==> src/rtl/rgb_pkg.sv <==
// rgb_pkg
// Shared definitions for the 24-bit RGB colour format. The colour converter and
// the PWM driver both import this package, so the field layout is defined once.
//   CH_W           bits per colour channel
//   R_LSB/G_LSB/B_LSB  bit offsets of each channel inside an rgb_t word
//   rgb_t          packed 24-bit colour code, R in the top byte
//   duty_t         one channel's duty value
//   get_channel()  extracts one channel from a colour code given its LSB offset
package rgb_pkg;

  localparam int CH_W  = 8;
  localparam int RGB_W = 3 * CH_W;

  localparam int R_LSB = 16;
  localparam int G_LSB = 8;
  localparam int B_LSB = 0;

  typedef logic [RGB_W-1:0] rgb_t;
  typedef logic [CH_W-1:0]  duty_t;

  function automatic duty_t get_channel(input rgb_t code, input int lsb);
    return code[lsb +: CH_W];
  endfunction

endpackage

==> src/rtl/pwm_channel.sv <==
// pwm_channel
// One colour channel of the RGB PWM driver: holds the duty value currently in
// use and produces the registered PWM compare output.
//   clk, rst     clock and asynchronous active-high reset
//   enable       PWM run enable; output is forced low when 0
//   cnt          shared PWM counter from the top level
//   update       duty may change this cycle (counter wrap, or driver idle)
//   bypass       a fresh colour is on the input bus this cycle and wins
//   pend_valid   the buffered duty is waiting to be applied
//   load_duty    this channel's field of the incoming colour
//   pend_duty    this channel's field of the buffered colour
//   pwm          PWM drive, high while cnt < active duty
module pwm_channel
  import rgb_pkg::*;
(
  input  logic            clk,
  input  logic            rst,
  input  logic            enable,
  input  logic [CH_W-1:0] cnt,
  input  logic            update,
  input  logic            bypass,
  input  logic            pend_valid,
  input  logic [CH_W-1:0] load_duty,
  input  logic [CH_W-1:0] pend_duty,
  output logic            pwm
);

  duty_t active;

  // The active duty only changes when the top says it is safe to do so: at a
  // period boundary, or any cycle while the driver is idle. A colour arriving
  // in that same cycle beats the older buffered one.
  always_ff @(posedge clk or posedge rst) begin
    if (rst) begin
      active <= '0;
    end else if (update) begin
      if (bypass) begin
        active <= load_duty;
      end else if (pend_valid) begin
        active <= pend_duty;
      end
    end
  end

  // Registered compare so the LED pin is glitch-free. High time per period
  // is active * PRESCALE clocks; duty 255 leaves only the cnt==255 slot low.
  always_ff @(posedge clk or posedge rst) begin
    if (rst) begin
      pwm <= 1'b0;
    end else begin
      pwm <= enable && (cnt < active);
    end
  end

endmodule

==> src/rtl/rgb_pwm_driver.sv <==
// rgb_pwm_driver
// Drives a common RGB LED from a 24-bit colour code with three PWM outputs.
// New colours are buffered and applied only at a PWM period boundary, so a
// colour change never cuts a period short.
//   clk, rst        clock and asynchronous active-high reset
//   enable          PWM run enable; idle holds the counter at 0, outputs low
//   rgb_valid       single-cycle strobe, rgb carries a new colour
//   rgb             colour code, [23:16]=R [15:8]=G [7:0]=B
//   pwm_r/g/b       PWM drives
//   period_start    one-cycle pulse in the first cycle after a counter wrap
//   update_pending  a buffered colour is waiting for the next boundary
module rgb_pwm_driver
  import rgb_pkg::*;
#(
  parameter int PRESCALE = 4
) (
  input  logic        clk,
  input  logic        rst,
  input  logic        enable,
  input  logic        rgb_valid,
  input  logic [23:0] rgb,
  output logic        pwm_r,
  output logic        pwm_g,
  output logic        pwm_b,
  output logic        period_start,
  output logic        update_pending
);

  localparam int              PW        = (PRESCALE > 1) ? $clog2(PRESCALE) : 1;
  localparam logic [PW-1:0]   PRESC_MAX = PW'(PRESCALE - 1);

  logic [PW-1:0] presc;
  duty_t         cnt;
  rgb_t          pending;
  logic          pend_flag;
  logic          tick;
  logic          wrap;
  logic          update;

  assign tick   = enable && (presc == PRESC_MAX);
  assign wrap   = tick && (cnt == '1);
  // While idle the duty registers track the input every cycle, so a colour
  // loaded before enable rises is already live for the first period.
  assign update = wrap || !enable;

  assign update_pending = pend_flag;

  // Prescaler and PWM counter. Both are parked at 0 while idle, so enabling
  // always starts a clean period at cnt=0 without a period_start pulse.
  always_ff @(posedge clk or posedge rst) begin
    if (rst) begin
      presc <= '0;
      cnt   <= '0;
    end else if (!enable) begin
      presc <= '0;
      cnt   <= '0;
    end else if (tick) begin
      presc <= '0;
      cnt   <= cnt + CH_W'(1);
    end else begin
      presc <= presc + PW'(1);
    end
  end

  // Pending colour buffer; the last load before a boundary wins. The flag is
  // cleared whenever the channels take an update, including a bypass load.
  always_ff @(posedge clk or posedge rst) begin
    if (rst) begin
      pending   <= '0;
      pend_flag <= 1'b0;
    end else begin
      if (rgb_valid) begin
        pending <= rgb;
      end
      if (update) begin
        pend_flag <= 1'b0;
      end else if (rgb_valid) begin
        pend_flag <= 1'b1;
      end
    end
  end

  // period_start lands in the cycle where cnt and presc have just returned to 0.
  always_ff @(posedge clk or posedge rst) begin
    if (rst) begin
      period_start <= 1'b0;
    end else begin
      period_start <= wrap;
    end
  end

  pwm_channel u_red (
    .clk        (clk),
    .rst        (rst),
    .enable     (enable),
    .cnt        (cnt),
    .update     (update),
    .bypass     (rgb_valid),
    .pend_valid (pend_flag),
    .load_duty  (get_channel(rgb, R_LSB)),
    .pend_duty  (get_channel(pending, R_LSB)),
    .pwm        (pwm_r)
  );

  pwm_channel u_green (
    .clk        (clk),
    .rst        (rst),
    .enable     (enable),
    .cnt        (cnt),
    .update     (update),
    .bypass     (rgb_valid),
    .pend_valid (pend_flag),
    .load_duty  (get_channel(rgb, G_LSB)),
    .pend_duty  (get_channel(pending, G_LSB)),
    .pwm        (pwm_g)
  );

  pwm_channel u_blue (
    .clk        (clk),
    .rst        (rst),
    .enable     (enable),
    .cnt        (cnt),
    .update     (update),
    .bypass     (rgb_valid),
    .pend_valid (pend_flag),
    .load_duty  (get_channel(rgb, B_LSB)),
    .pend_duty  (get_channel(pending, B_LSB)),
    .pwm        (pwm_b)
  );

endmodule

==> config.mk <==
export PLATFORM = sky130hd
export DESIGN_NAME = rgb_pwm_driver
export DESIGN_NICKNAME = d
export VERILOG_FILES = /design/src/rtl/rgb_pkg.sv /design/src/rtl/pwm_channel.sv /design/src/rtl/rgb_pwm_driver.sv
export SDC_FILE = /design/constraint.sdc
export NUM_CORES = 1
export LEC_CHECK = 0
export ABC_CLOCK_PERIOD_IN_PS = 1900
export BUFFER_PORTS_ARGS = -buffer_cell sky130_fd_sc_hd__buf_2
export CAP_MARGIN = 5
export CORE_MARGIN = 5
export CORE_UTILIZATION = 55
export CTS_BUF_LIST = sky130_fd_sc_hd__clkbuf_4 sky130_fd_sc_hd__clkbuf_8
export DETAILED_ROUTE_END_ITERATION = 8
export GPL_ROUTABILITY_DRIVEN = 1
export PLACE_DENSITY = 0.78
export SLEW_MARGIN = 20
export SYNTH_ARGS = -nofsm -noshare
export SYNTH_HDL_FRONTEND = slang
export SYNTH_SLANG_ARGS = --single-unit
==> constraint.sdc <==
create_clock -name clk -period 1.9 [get_ports clk]
set_clock_uncertainty 0.05 [all_clocks]
set_input_delay 0.38 -clock clk [delete_from_list [all_inputs] [get_ports clk]]
set_output_delay 0.38 -clock clk [all_outputs]
set_load 0.01 [all_outputs]
==> results of run 1 <==
## power breakdown
| group | internal (W) | switching, W | leakage [nW] |
|---|---|---|---|
| Clock | 0.000557 | 0.000478 | 0.0922 |
| Combinational | 0.000228 | 0.000260 | 0.817 |
| Sequential | 0.00149 | 0.0000474 | 0.773 |
## logic make-up after synthesis
group / count (synthesis) / synth area share (%)
flip-flops: 63 / 52.2
AND/OR/NAND/NOR: 47 / 8.42
AO/OA/AOI/OAI: 44 / 11.9
buffers and inverters: 36 / 5.68
multiplexers: 28 / 10.8
adder cells (fa/ha/maj): 23 / 9.54
XOR/XNOR: 5 / 1.45
## layout make-up
| cell class | instances | area (um^2) | area share, % |
|---|---|---|---|
| Timing Repair Buffer | 42 | 273 | 7.86 |
| Sequential cell | 63 | 1580 | 45.4 |
| Tap cell | 72 | 90.1 | 2.60 |
| Clock inverter | 1 | 5.00 | 0.144 |
| Multi-Input combinational cell | 147 | 1270 | 36.6 |
| Clock buffer | 13 | 166 | 4.79 |
| Inverter | 23 | 90.1 | 2.60 |
## Yosys cell counts (all sizes together), types with 2 or more instances
master | count | area (um^2)
ha | 23 | 288
dfrtp | 63 | 1580
inv | 23 | 86.3
a211oi | 2 | 15.0
nand3 | 21 | 105
nand2 | 3 | 11.3
clkbuf | 4 | 15.0
and2 | 2 | 15.0
or3b | 2 | 17.5
a21oi | 6 | 30.0
o21ai | 24 | 199
a21o | 2 | 15.0
nor2b | 2 | 12.5
xor2 | 4 | 35.0
buf | 9 | 70.1
o2111ai | 4 | 35.0
mux2 | 27 | 315
a2111oi | 3 | 35.0
nor3 | 2 | 10.0
nor2 | 7 | 26.3
or3 | 2 | 12.5
nand4 | 4 | 31.3
## state kept, by name (all words and copies together) (netlist names), 2 cells and up
signal          flops
cnt                 8
u_red.active        8
presc               2
u_green.active      8
u_blue.active       8
pending            24
## path summary, 6_finish.rpt
path / to / start / slack, ps
max reg2reg: u_green.pwm / cnt[1] / 150
max in group asynchronous: cnt[0] / rst / 1450
min reg2reg: presc[0] / presc[0] / 380
min: pending[13] / rst / 70
min in group clk: pending[2] / rgb[2] / 240
max: u_green.pwm / cnt[1] / 150
## routing by layer
layer | vias up | track usage [%]
met5 | - | 0
met3 | 11 | 6.42
li1 | 957 | -
met2 | 31 | 30.1
met4 | 0 | 6.58
met1 | 987 | 23.7
## stage by stage
| step | hold slack, ps | instance area (um^2) | worst slack, ps |
|---|---|---|---|
| 6_report | 67.4 | 3470 | 147 |
| 5_1_grt | 99.8 | 3470 | 18.3 |
| 4_1_cts | 85.8 | 3470 | 73.1 |
| 3_5_place_dp | 373 | 3300 | 78.1 |
| 3_3_place_gp | 367 | 3300 | 155 |
| 2_1_floorplan | 358 | 3020 | 113 |
## repair_timing
item,CTS,global route
buffers inserted,0,0
endpoints found under the hold margin,0,0
setup endpoints to repair,0,1
## worst min-delay path, delay by kind of cell
family	cells	cell delay, ps
buf+inv	3	470
==> metrics.md, run 1 <==
| Metric | Value |
|---|---|
| Worst vdd ir | approximately 0.65 mV |
| Clock Path Buffers | 2 |
| Nature of the critical path startpoint | register |
| WL met3 | 215 um |
| Final nets | 337 |
| Netlist cell types | 36 |
| Drt initial violations | 72 |
| CTS resizes | 0 |
| Hold-fix buffers, CTS | 0 |
| M1 wire length | 2590 um |
| Number of global-route vias before repair | 2,107 |
| DRC | 0 |
| CP arrival | roughly 1900 ps |
| RSZ-0062 raised after global routing | false |
| Routed length on met2 | just under 3000 um |
| H-tree depth | 3 |
| Post-synthesis sequential area ratio | 52.2% |
| Crit-path cells | buf_4 > ha_1 > or3b_1 > o2111ai_1 > a21oi_1 > a2111oi_1 |
| Vias/cell | ~5.5 |
| Final setup viols | 0 |
| Floorplan core area | around 5400 um^2 |
| PortBufs | 32 |
| Hpwl dp | between 4000 and 5000 um |
| Final Util | approximately 64% |
| Row count | 27 |
| CP endpoint kind | register |
| CP max-delay cell | dfrtp_1 |
| Number of CTS-inserted buffers | 9 |
| Worst rel slew slack | ~70% |
| Yosys warns | 0 |
| Slew @ Worst Pin | 435 ps |
| Total power | 0.00306 W |
| Max Cap Violations | 0 |
| Number of flops mapped to enable cells by yosys | 0 |
| #FFs+latches synth | 63 |
| Final Hold Fails | 0 |
| WP buf/inv | 1 |
| Most common cell after layout, fill and taps aside | dfrtp_1 |
| FILL cells | around 440 |
| Async SR Flop Fraction | between 90% and 100% |
| Leakage | 1.68 nW |
| Fmax achieved | ~570 MHz |
| Tmin final | roughly 1800 ps |
| Top Metal Used | met4 |
| Die width | 84.1 um |
| Mapped Avg Cell Area | around 12 um^2 |
| Clock Root Buffer | clkbuf_8 |
| DR pass1 iterations | 4 |
| CTS tree | yes |
| GPL Wtd Cong | 0.858 |
| DIE HEIGHT | about 84 um |
| Aggregate global routing overflow | 0 |
| Post-synth net total | approximately 300 |
| Sink Count | 63 |
| Slew Limit Fails | 0 |
| WP depth | 6 |
| IO Count | 33 |
| Post-Place Cells | approximately 350 |
| Most frequent cells in the layout | 63 x dfrtp_1, 32 x buf_2, 24 x mux2_2, 23 x ha_1, 22 x inv_1 |
| WS Path Type | register to register |
| Total track usage | between 10% and 20% |
| Reg clk slew, reported paths | 60 ps |
| Total number of vias | roughly 2.0k |
| Non-filler cells, final | 361 |
| Delay-heaviest family, CP | compound AO/OA/AOI/OAI gates |
| Per-cell routed wire length | between 15 and 20 um |
| First-pass GRT wire length | approximately 10,000 um |
| PwrDens | roughly 900 nW/um^2 |
| Status | completed |
| Dominant synthesized flop cell | dfrtp_1 |
| Initial antenna violation count | 0 |
| Setup_tns | 0 ps |
| Largest net degree at the start of global routing | 64 |
| Crit-path max FO | 5 |
| CP required | 2060 ps |
| Share of layout cells above drive strength 1 | ~37% |
| Post-Route WL | a little under 6000 um |
| Initial Utilization | 55.8% |
| Clock Latency Late Sink | ~340 ps |
| Synth-to-Final Area Change | 15.0% |
| DIE AREA | approximately 7100 um^2 |
| Mapped Area | 3020 um^2 |
| Post-Syn Instances | 246 |
| Diodes inserted | 0 |
| Reg2Reg Depth | 6 |
| Routed Antenna Nets | 0 |
| Delay of the slowest cell on the worst path | about 380 ps |
| HP Class | input pin to async pin |
| Fin crit share | around 92% |
Power figures use the tool's default switching activity.
==> run 2, diff against run 1 <==
--- a/config.mk
+++ b/config.mk
@@ -13,7 +13,7 @@
 export CTS_BUF_LIST = sky130_fd_sc_hd__clkbuf_4 sky130_fd_sc_hd__clkbuf_8
 export DETAILED_ROUTE_END_ITERATION = 8
 export GPL_ROUTABILITY_DRIVEN = 1
-export PLACE_DENSITY = 0.78
+export PLACE_DENSITY = 0.87
 export SLEW_MARGIN = 20
 export SYNTH_ARGS = -nofsm -noshare
 export SYNTH_HDL_FRONTEND = slang
==> metrics.md, run 2 (synthesis gave the netlist of run 1 again) <==
| Metric | Value |
|---|---|
| Clock Latency Late Sink | about 340 ps |
| CTS tree | yes |
| Max reg flops | 24 |
| Die width | 84.1 um |
| Placed Area | 3280 um^2 |
| Tmin final | roughly 1800 ps |
| Slew Limit Fails | 0 |
| Clock Root Buffer | clkbuf_8 |
| CP endpoint kind | register |
| Routed Antenna Nets | 0 |
| Initial antenna violation count | 0 |
| Sink Count | 63 |
| Setup_tns | 0 ps |
| Fmax achieved | ~560 MHz |
| Final nets | 338 |
| Post-CTS Setup Bufs | 0 |
| Number of CTS-inserted buffers | 9 |
| FILL cells | roughly 420 |
| Hpwl dp | a little over 4000 um |
| Clock Path Buffers | 2 |
| Register name with the most flops | pending |
| Most frequent cells in the layout | 63 x dfrtp_1, 32 x buf_2, 24 x mux2_2, 23 x ha_1, 22 x inv_1 |
| Largest net degree at the start of global routing | 64 |
| Final Hold Fails | 0 |
| Drt initial violations | 110 |
| Floorplan core area | approximately 5400 um^2 |
| Status | completed |
| Hold slack | 56.9 ps |
| HP Class | input pin to async pin |
| Slew @ Worst Pin | 469 ps |
| PortBufs | 32 |
| Pre-CTS setup slack | about 73 ps |
| Reg clk slew, reported paths | 70 ps |
| WP buf/inv | 1 |
| First-pass GRT wire length | about 10,000 um |
| DR pass1 iterations | 4 |
| Footprint of the multi-input gates | roughly 1300 um^2 |
| Nature of the critical path startpoint | register |
| CP required | 2070 ps |
| Post-Route WL | 6040 um |
| Share of layout cells above drive strength 1 | between 30% and 40% |
| Total power | 0.00308 W |
| Crit-path cells | buf_4 > ha_1 > or3b_1 > o2111ai_1 > a21oi_1 > a2111oi_1 |
| IO Count | 33 |
| Hold-fix buffers, CTS | 0 |
| Synth-to-Final Area Change | 14.8% |
| Worst vdd ir | approximately 0.42 mV |
| Most common cell after layout, fill and taps aside | dfrtp_1 |
| Final WS setup | 114 ps |
| DRC | 0 |
| Vias/cell | 5.46 |
| Number of global-route vias before repair | 2,234 |
| Delay-heaviest family, CP | compound AO/OA/AOI/OAI gates |
| Aggregate global routing overflow | 0 |
| Max Cap Violations | 0 |
| DIE HEIGHT | approximately 84 um |
| RSZ-0062 raised after global routing | false |
| Leakage | roughly 1.7 nW |
| CP arrival | around 2000 ps |
| Row count | 27 |
| WS Path Type | register to register |
| DIE AREA | ~7100 um^2 |
| Total track usage | around a fifth |
| Total number of vias | slightly below 2k |
| Final instance area | approximately 3500 um^2 |
| GPL Wtd Cong | 0.833 |
| Final setup viols | 0 |
| Fin crit share | 94.0% |
| Per-cell routed wire length | approximately 17 um |
| H-tree depth | 3 |
| PwrDens | 889 nW/um^2 |
| Delay of the slowest cell on the worst path | slightly below 400 ps |
| CP max-delay cell | dfrtp_1 |
| Register Area | around 1600 um^2 |
| Worst rel slew slack | between 60 and 70% |
| Diodes inserted | 0 |
| Initial Utilization | 55.8% |
| Crit-path max FO | 5 |
| CTS resizes | 0 |
run 2: changes by cell type in the layout (fill, tap and decap cells not counted):
cell and change:
a2111oi_4 +1, a2111oi_2 -1, buf_4 +3, buf_12 -2
run 2: final cells by class:
| cell class | instances | share of cell area (%) |
|---|---|---|
| inverter | 23 | 2.60 |
| sequential | 63 | 45.5 |
| timing repair buffer | 43 | 7.36 |
| tap | 72 | 2.60 |
| multi-input combinational | 147 | 37.0 |
| clock buffer | 13 | 4.80 |
| clock inverter | 1 | 0.144 |
run 2: worst register-to-register path: cells and delay by family, from the launching register on:
kind | cells | cell delay, ps
DFF | 1 | 390
AOI/OAI and AO/OA | 3 | 460
buffers and inverters | 1 | 160
and+or+nand+nor | 1 | 370
adders and majority gates | 1 | 220
run 2: worst paths after layout:
kind / startpoint / to / slack [ps] / depth (start not counted)
worst max-delay path: cnt[1] / u_red.pwm / 110 / 6
worst min-delay path: rst / pending[13] / 60 / 3
worst max register to register: cnt[1] / u_red.pwm / 110 / 6
worst min register to register: presc[0] / presc[0] / 380 / 1
max in group asynchronous: rst / u_green.active[5] / 1450 / 3
min in group clk: rgb[17] / pending[17] / 240 / 2
run 2: stage by stage:
stage | cells | util [%]
5_1_grt | 362 | 64.1
6_report | 362 | 64.1
4_1_cts | 362 | 63.9
3_5_place_dp | 348 | 60.7
2_1_floorplan | 246 | -
3_3_place_gp | 348 | 60.7
run 2: per-layer routing:
layer  vias up  wire length, um  GRT usage (%)
li1        944                -              -
met2        34             3000           31.4
met3        11              254           4.94
met5         -                0              0
met4         0               98           7.31
met1       988             2690           23.1
run 2: power breakdown:
group	switching (W)	total, W	internal, W
clock network	0.000490	0.00105	0.000558
logic	0.000271	0.000498	0.000226
registers	0.0000477	0.00154	0.00149
